[src/rtl/gaussian_stream_filter.sv]
// Streaming 5x5 smoothing filter (Gaussian 5x5, Gaussian 3x3 or bypass) with valid/ready on both sides.
// Define GAUSS_ROUND_EN for round-to-nearest normalisation; without it results are truncated.
module gaussian_stream_filter #(
   parameter int PIX_W = 5,
   parameter int IMG_W = 64
) (
   input  logic               clk,
   input  logic               reset,
   input  logic [1:0]         mode,
   input  logic               in_valid,
   output logic               in_ready,
   input  logic [5*PIX_W-1:0] pixel_in,
   output logic               out_valid,
   input  logic               out_ready,
   output logic [PIX_W-1:0]   pixel_out,
   output logic               out_last
);

   localparam int SUM_W  = PIX_W + 8;
   localparam int PROD_W = SUM_W + 8;
   localparam int CNT_W  = $clog2(IMG_W);
`ifdef GAUSS_ROUND_EN
   localparam int R0 = 8192;
   localparam int R1 = 8;
`else
   localparam int R0 = 0;
   localparam int R1 = 0;
`endif
   localparam logic [PIX_W-1:0] PIX_MAX = '1;

   // Oldest column is never needed once shifted out, so only the four newest are stored.
   logic [5*PIX_W-1:0] win_q [4];
   logic [CNT_W-1:0]   cnt_q;
   logic [1:0]         mode_q;

   logic               s1_valid;
   logic               s1_last;
   logic [1:0]         s1_mode;
   logic [SUM_W-1:0]   s1_sum;
   logic [PIX_W-1:0]   s1_centre;

   logic               stall;
   logic               accept;
   logic [1:0]         strip_mode;
   logic [SUM_W-1:0]   sum_g5;
   logic [SUM_W-1:0]   sum_g3;
   logic [SUM_W-1:0]   sum_sel;
   logic [PROD_W-1:0]  sum_w;
   logic [PROD_W-1:0]  prod_103;
   logic [PROD_W-1:0]  norm;
   logic [PIX_W-1:0]   result;

   function automatic logic [SUM_W-1:0] px(input logic [5*PIX_W-1:0] c, input int r);
      return SUM_W'(c[r*PIX_W +: PIX_W]);
   endfunction

   // Column kernels 2-4-5-4-2, 4-9-12-9-4 and 5-12-15-12-5, folded on the row symmetry.
   function automatic logic [SUM_W-1:0] col_a(input logic [5*PIX_W-1:0] c);
      logic [SUM_W-1:0] o, i, m;
      o = px(c, 0) + px(c, 4);
      i = px(c, 1) + px(c, 3);
      m = px(c, 2);
      return (o << 1) + (i << 2) + (m << 2) + m;
   endfunction

   function automatic logic [SUM_W-1:0] col_b(input logic [5*PIX_W-1:0] c);
      logic [SUM_W-1:0] o, i, m;
      o = px(c, 0) + px(c, 4);
      i = px(c, 1) + px(c, 3);
      m = px(c, 2);
      return (o << 2) + (i << 3) + i + (m << 3) + (m << 2);
   endfunction

   function automatic logic [SUM_W-1:0] col_c(input logic [5*PIX_W-1:0] c);
      logic [SUM_W-1:0] o, i, m;
      o = px(c, 0) + px(c, 4);
      i = px(c, 1) + px(c, 3);
      m = px(c, 2);
      return (o << 2) + o + (i << 3) + (i << 2) + (m << 3) + (m << 2) + (m << 1) + m;
   endfunction

   function automatic logic [SUM_W-1:0] col_t(input logic [5*PIX_W-1:0] c);
      return px(c, 1) + (px(c, 2) << 1) + px(c, 3);
   endfunction

   assign stall      = out_valid & ~out_ready;
   assign in_ready   = ~stall;
   assign accept     = in_valid & in_ready;
   assign strip_mode = (cnt_q == '0) ? mode : mode_q;

   // Sums are taken over the window as it stands after this accept's shift.
   always_comb begin
      sum_g5  = col_a(win_q[0]) + col_b(win_q[1]) + col_c(win_q[2]) + col_b(win_q[3]) + col_a(pixel_in);
      sum_g3  = col_t(win_q[1]) + (col_t(win_q[2]) << 1) + col_t(win_q[3]);
      sum_sel = (strip_mode == 2'd0) ? sum_g5 : sum_g3;
   end

   always_ff @(posedge clk or negedge reset) begin
      if (!reset) begin
         for (int i = 0; i < 4; i++) win_q[i] <= '0;
         cnt_q  <= '0;
         mode_q <= 2'd0;
      end else if (accept) begin
         win_q[0] <= win_q[1];
         win_q[1] <= win_q[2];
         win_q[2] <= win_q[3];
         win_q[3] <= pixel_in;
         cnt_q    <= (cnt_q == CNT_W'(IMG_W - 1)) ? '0 : cnt_q + CNT_W'(1);
         if (cnt_q == '0) mode_q <= mode;
      end
   end

   always_ff @(posedge clk or negedge reset) begin
      if (!reset) begin
         s1_valid  <= 1'b0;
         s1_last   <= 1'b0;
         s1_mode   <= 2'd0;
         s1_sum    <= '0;
         s1_centre <= '0;
      end else if (!stall) begin
         s1_valid <= accept && (cnt_q >= CNT_W'(4));
         s1_last  <= accept && (cnt_q == CNT_W'(IMG_W - 1));
         if (accept) begin
            s1_mode   <= strip_mode;
            s1_sum    <= sum_sel;
            s1_centre <= win_q[2][2*PIX_W +: PIX_W];
         end
      end
   end

   // 103/16384 approximates 1/159; x103 is built as 64+32+4+2+1.
   always_comb begin
      sum_w    = PROD_W'(s1_sum);
      prod_103 = (sum_w << 6) + (sum_w << 5) + (sum_w << 2) + (sum_w << 1) + sum_w;
      case (s1_mode)
         2'd0:    norm = (prod_103 + PROD_W'(R0)) >> 14;
         2'd1:    norm = (sum_w + PROD_W'(R1)) >> 4;
         default: norm = PROD_W'(s1_centre);
      endcase
      result = (norm > PROD_W'(PIX_MAX)) ? PIX_MAX : norm[PIX_W-1:0];
   end

   always_ff @(posedge clk or negedge reset) begin
      if (!reset) begin
         out_valid <= 1'b0;
         pixel_out <= '0;
         out_last  <= 1'b0;
      end else if (!stall) begin
         out_valid <= s1_valid;
         if (s1_valid) begin
            pixel_out <= result;
            out_last  <= s1_last;
         end
      end
   end

endmodule

[config.mk]
export PLATFORM = sky130hd
export DESIGN_NAME = gaussian_stream_filter
export DESIGN_NICKNAME = d
export VERILOG_FILES = /design/src/rtl/gaussian_stream_filter.sv
export SDC_FILE = /design/constraint.sdc
export NUM_CORES = 1
export LEC_CHECK = 0
export CELL_PAD_IN_SITES_DETAIL_PLACEMENT = 0
export CELL_PAD_IN_SITES_GLOBAL_PLACEMENT = 1
export CORE_MARGIN = 3
export CORE_UTILIZATION = 55
export DETAILED_ROUTE_END_ITERATION = 12
export PLACE_DENSITY_LB_ADDON = 0.1
export RECOVER_POWER = 50
export SLEW_MARGIN = 20
export SYNTH_ARGS = -nofsm -noshare
export SYNTH_HDL_FRONTEND = slang
export SYNTH_SLANG_ARGS = --single-unit
[constraint.sdc]
create_clock -name clk -period 10.4 [get_ports clk]
set_clock_uncertainty 0.2 [all_clocks]
set_input_delay 1.04 -clock clk [delete_from_list [all_inputs] [get_ports clk]]
set_output_delay 1.04 -clock clk [all_outputs]
set_load 0.01 [all_outputs]
# Word level (Yosys, flattened, before mapping)

Index checks and enable logic that the tools add are counted.

Bits in registers: 137
Input port bits: 31
Logic and storage cells: 82

Add/subtract/negate cells: 48
Order comparisons: 2
Eq/ne operators: 2
Multiplexer cells: 5
Bitwise operators: 4
Reductions and logical operators: 7

Operators with widths:

| kind                               | count |
|---|---|
| adder 5 x 5 -> 6 bit               | 10 |
| adder 12 x 7 -> 13 bit             | 3 |
| adder 11 x 8 -> 12 bit             | 3 |
| adder 8 x 9 -> 10 bit              | 3 |
| adder 13 bit                       | 2 |
| adder 7 x 5 -> 8 bit               | 3 |
| adder 10 x 5 -> 11 bit             | 2 |
| adder 10 x 6 -> 11 bit             | 2 |
| adder 10 x 8 -> 11 bit             | 2 |
| adder 20 x 15 -> 21 bit            | 1 |
| adder 21 x 13 -> 21 bit            | 1 |
| adder 21 x 14 -> 21 bit            | 1 |
| adder 5 x 6 -> 7 bit               | 3 |
| adder 19 x 18 -> 20 bit            | 1 |
| adder 9 x 7 -> 10 bit              | 2 |
| adder 7 x 8 -> 9 bit               | 2 |
| one-hot mux 9 bit (2 select lines) | 1 |
| adder 11 x 13 -> 13 bit            | 1 |
| adder 13 x 11 -> 13 bit            | 1 |
| adder 13 x 5 -> 13 bit             | 1 |
| adder 13 x 6 -> 13 bit             | 1 |
| 2-to-1 mux 13 bit                  | 1 |
| adder 9 x 9 -> 10 bit              | 1 |
| adder 8 x 6 -> 9 bit               | 1 |
| other kinds (14)                   | 19 |

# Longest topological paths before layout

Depth in word-level cells: 12
Depth in mapped cells: 27

# Least setup slack after synthesis

OpenSTA, ideal clock, no wires.

Path kind: input -> register
Start: in pixel_in[1]
End: reg s1_sum[10]
Library setup time: 0.121 ns
Data arrival time: 6.528 ns
Path slack: 3.551 ns
Stages: 24
Buffers on the path: 0
Cell sequence: ha_1 a21o_1 a21oi_1 o21bai_1 a21oi_1 fa_1 inv_1 fa_1 inv_1 fa_1 fa_1 inv_1 fa_1 fa_1 inv_1 fa_1 inv_1 ha_1 nor2_1 nor2_1 a31oi_1 nor2b_1 xnor2_1 a22o_1

Cells in the longest elaborated chain, start to end: 6

Ends and longest elaborated chain:

| element                 | RTL line | text |
|---|---|---|
| start: declaration      | 12       | `input logic [5*PIX_W-1:0] pixel_in,` |
| adder 5 x 5 -> 6 bit    | 60       | `o = px(c, 0) + px(c, 4);` |
| adder 7 x 8 -> 9 bit    | 63       | `return (o << 1) + (i << 2) + (m << 2) + m;` |
| adder 9 x 7 -> 10 bit   | 63       |  |
| adder 10 x 5 -> 11 bit  | 63       |  |
| adder 13 x 11 -> 13 bit | 93       | `sum_g5 = col_a(win_q[0]) + col_b(win_q[1]) + col_c(win_q[2]) + col_b(win_q[3]) + col_a(pixel_in);` |
| 2-to-1 mux 13 bit       | 95       | `sum_sel = (strip_mode == 2'd0) ? sum_g5 : sum_g3;` |
| end signal: assignment  | 125      | `s1_sum <= sum_sel;` |
| end: declaration        | 39       | `logic [SUM_W-1:0] s1_sum;` |

No other way between the ends.
A chain may end at the register's enable or synchronous reset.

# Worst setup path after layout

Start: reg win_q[30] (netlist bit)
End: reg s1_sum[12]

Cells in the longest elaborated chain, start to end: 11

Ends and longest elaborated chain:

| element                      | RTL line | text |
|---|---|---|
| start: declaration           | 32       | `logic [5*PIX_W-1:0] win_q [4];` |
| adder 5 x 5 -> 6 bit *       | 77       | `i = px(c, 1) + px(c, 3);` |
| adder 9 x 9 -> 10 bit        | 79       | `return (o << 2) + o + (i << 3) + (i << 2) + (m << 3) + (m << 2) + (m << 1) + m;` |
| adder 10 x 8 -> 11 bit *     | 79       |  |
| adder 11 x 8 -> 12 bit *     | 79       |  |
| adder 12 x 7 -> 13 bit *     | 79       |  |
| adder 13 x 6 -> 13 bit *     | 79       |  |
| adder 13 x 5 -> 13 bit *     | 79       |  |
| adder 13 bit * (2 in series) | 93       |  |
| adder 13 x 11 -> 13 bit *    | 93       |  |
| 2-to-1 mux 13 bit *          | 95       |  |

Mark *: on every way between the ends. The rest lies on a longest branch, timed or not.

==> results.toml <==
[floorplanning]
core_region_area_um2 = 22980
dieArea_um2 = 25670
ioPinCount = 39
die_w_um = 160.2
rows = 55
start_util_pct = 56.91
die_y_um = 160.2

[drt]
viasPerCell = 5.269
wl_um = 30620
drt_first_pass_iters = 5
drc = 0
wire_per_inst_um = 18.27
drtIter0Drc = 445
ant_nets = 0
vias = 8831

[place]
placed_area_um2 = 13780
io_buffers = 38
hpwl_um = 24820
gp_congestion = 0.8813

[critical_path]
worstSetupPathType = "flip-flop to flip-flop"
path_common_cell = "fa_1"
arrival_ns = 7.50
cpPeakStageDelay_ns = 0.56
cp_cell_sequence = "ha_1 -> inv_1 -> fa_1 -> inv_1 -> a21o_1 -> a21oi_1 -> xor2_1 -> fa_1 -> fa_1 -> fa_1 -> inv_1 -> fa_1 -> fa_1 -> fa_1 -> inv_1 -> fa_1 -> inv_1 -> ha_1 -> and2_1 -> o21a_1 -> a31oi_1 -> a21oi_1 -> xor2_1 -> a22o_1"
cp-start-kind = "flip-flop"
end_kind = "flip-flop"
crit_slowest_cell = "fa_1"
crit_path_max_fanout = 5
cp.required_ns = 10.51

[synth]
synth_top_area_share_pct = 29.23
synth-simple-area-share_pct = 11.27
ys_top_cells_by_area = "fa_1 (29%), dfrtp_1 (25%), ha_1 (14%), nand2_1 (7.9%), inv_1 (6.4%)"
synth_cell_types = 59
netlist_instances = 1319
synth-seq-cells = 130
synth_xor_area_share_pct = 3.683
synth_area_um2 = 13080
synth_compound_area_share_pct = 8.839
synth_edf_count = 0
ys_warn_count = 0
ys.flop_type = "dfrtp_1"
synthMuxAreaShare_pct = 0.6792
synth.yosys.seq_area_share_pct = 24.87
syn_area_per_cell_um2 = 9.917
async_flop_share_pct = 100.0
synthAdderAreaFrac_pct = 43.39
synth_top_family_by_area = "adder cells"
syn_nets = 1689
synth.largest_area_cell = "fa_1"

[final_layout]
seq_area_um2 = 3253
fill_cells = 1987
fin_area_um2 = 14380
num_antenna_cells = 0
final_common_cell = "nand2_1"
final_cell_mix = "nand2_1 (277), inv_1 (223), fa_1 (191)"
area_growth_pct = 9.958
nNetsFinal = 1720
multiInputGateArea_um2 = 8876
drive_above_1_share_pct = 3.375

[run]
maxCapViolations = 4

[timing]
max-slew-margin-rel_pct = -163.9
final-hold-violation-count = 0
setup_violations = 0
tightestPinTransition_ns = 3.958
rsz0062_at_grt = "no"
slew_violations = 217
fmax_mhz = 135.4
setup_tns_ns = 0
period_minus_slack_ns = 7.385
finalCritPeriodShare_pct = 71.01

[cts]
cts_buffers = 17
ctsResizeCount = 0
cts_root_buffer = "clkbuf_16"
cts_setup_buffers = 0
cts_tree = "done"
clk_latency_ns = 0.43
htreeDepth = 4
cts_sinks = 130
hold_buffers = 0
clkTransAtPathRegs_ns = 0.06
cts_buffer_depth = 2

[global_route]
grt_max_degree = 86
grt.overflow.total = 0
grt_usage_pct = 25.88
antenna_found_initial = 0
grt_pass1_vias = 9457
grt_pass1_wl_um = 50980

[min_path]
hold_path.class = "flip-flop to flip-flop"

[status]
failed_checks = "max-capacitance violations, max-slew violations"
status = "finished, violations left"
-- per-layer routing --
layer / part of all wire, % / wire (um) / global-route usage [%] / vias up
met2: 47 / 14520 / 41.87 / 196
met3: 5.7 / 1753 / 5.707 / 45
li1: - / - / - / 4241
met4: 2.7 / 841 / 8.166 / 0
met1: 44 / 13500 / 35.14 / 4349
met5: 0 / 0 / 0 / -
-- through the flow --
step                cells  util [%]  setup slack [ns]  hold WS [ns]
finish               1676     62.57             3.015        0.2750
global route         1676     62.57             2.201        0.3007
CTS                  1676     62.67             3.044        0.2773
detailed placement   1644     59.93             2.660        0.2638
global placement     1644     59.93             2.739        0.2463
floorplan            1319         -             3.551        0.2394
-- final timing paths --
check	endpoint	from	slack [ns]	cells past startpoint
min in group asynchronous	s1_sum[4]$_DFFE_PN0P_	reset	1.80	1
min reg2reg	pixel_out[3]$_DFFE_PN0P_	pixel_out[3]$_DFFE_PN0P_	0.27	2
max in group asynchronous	win_q[52]$_DFFE_PN0P_	reset	3.52	2
max reg2reg	s1_sum[12]$_DFFE_PN0P_	win_q[30]$_DFFE_PN0P_	3.02	24
max	s1_sum[12]$_DFFE_PN0P_	win_q[30]$_DFFE_PN0P_	3.02	24
min	pixel_out[3]$_DFFE_PN0P_	pixel_out[3]$_DFFE_PN0P_	0.27	2
-- Yosys cell counts (all sizes together) (2+ instances only) --
cell and count:
nand3 4, a21oi 50, or3 2, a31oi 8
a211o 3, xnor2 42, a2111oi 2, mux2i 4
a21o 30, xor2 13, o22ai 2, nand4 7
and2 6, nor3 8, o311ai 5, dfrtp 130
o211ai 3, o21bai 10, clkbuf 22, ha 148
nand2 277, nor2 25, o21a 3, and3 5
mux2 4, fa 191, nor2b 6, buf 7
inv 224, nand2b 6, nand3b 2, a22o 2
o21ai 52, a21boi 2
-- cell type report --
type	count	share of cell area (%)
multi-input cells	936	61.71
flip-flops and latches	130	22.62
inverters	224	5.846
clock buffers	18	3.054
repair buffers	41	2.732
well taps	313	2.723
clock inverters	14	1.314
-- state kept, by name, summed over array words and instances (netlist names) --
signal     count
cnt_q          6
mode_q         1
out_last       1
out_valid      1
pixel_out      5
s1_centre      4
s1_last        1
s1_mode        1
s1_sum        13
s1_valid       1
win_q         96
-- worst max-delay path, delay by kind of cell (launching register included) --
kind	cells	cell delay (ns)
compound gates	6	0.91
xor+xnor	2	0.51
fa+ha+maj	10	4.73
buf+inv	5	0.36
flops	1	0.37
simple gates	1	0.18
-- cells by family after synthesis --
logic type | count (synthesis)
and+or+nand+nor | 353
muxes | 8
DFF | 130
xor gates and xnor gates | 55
buffers and inverters | 253
adders and majority gates | 339
AOI/OAI and AO/OA | 181
Power is left out: the tool's default activity adds up to more than one toggle a clock period on the data nets, which glitch-free logic cannot reach.
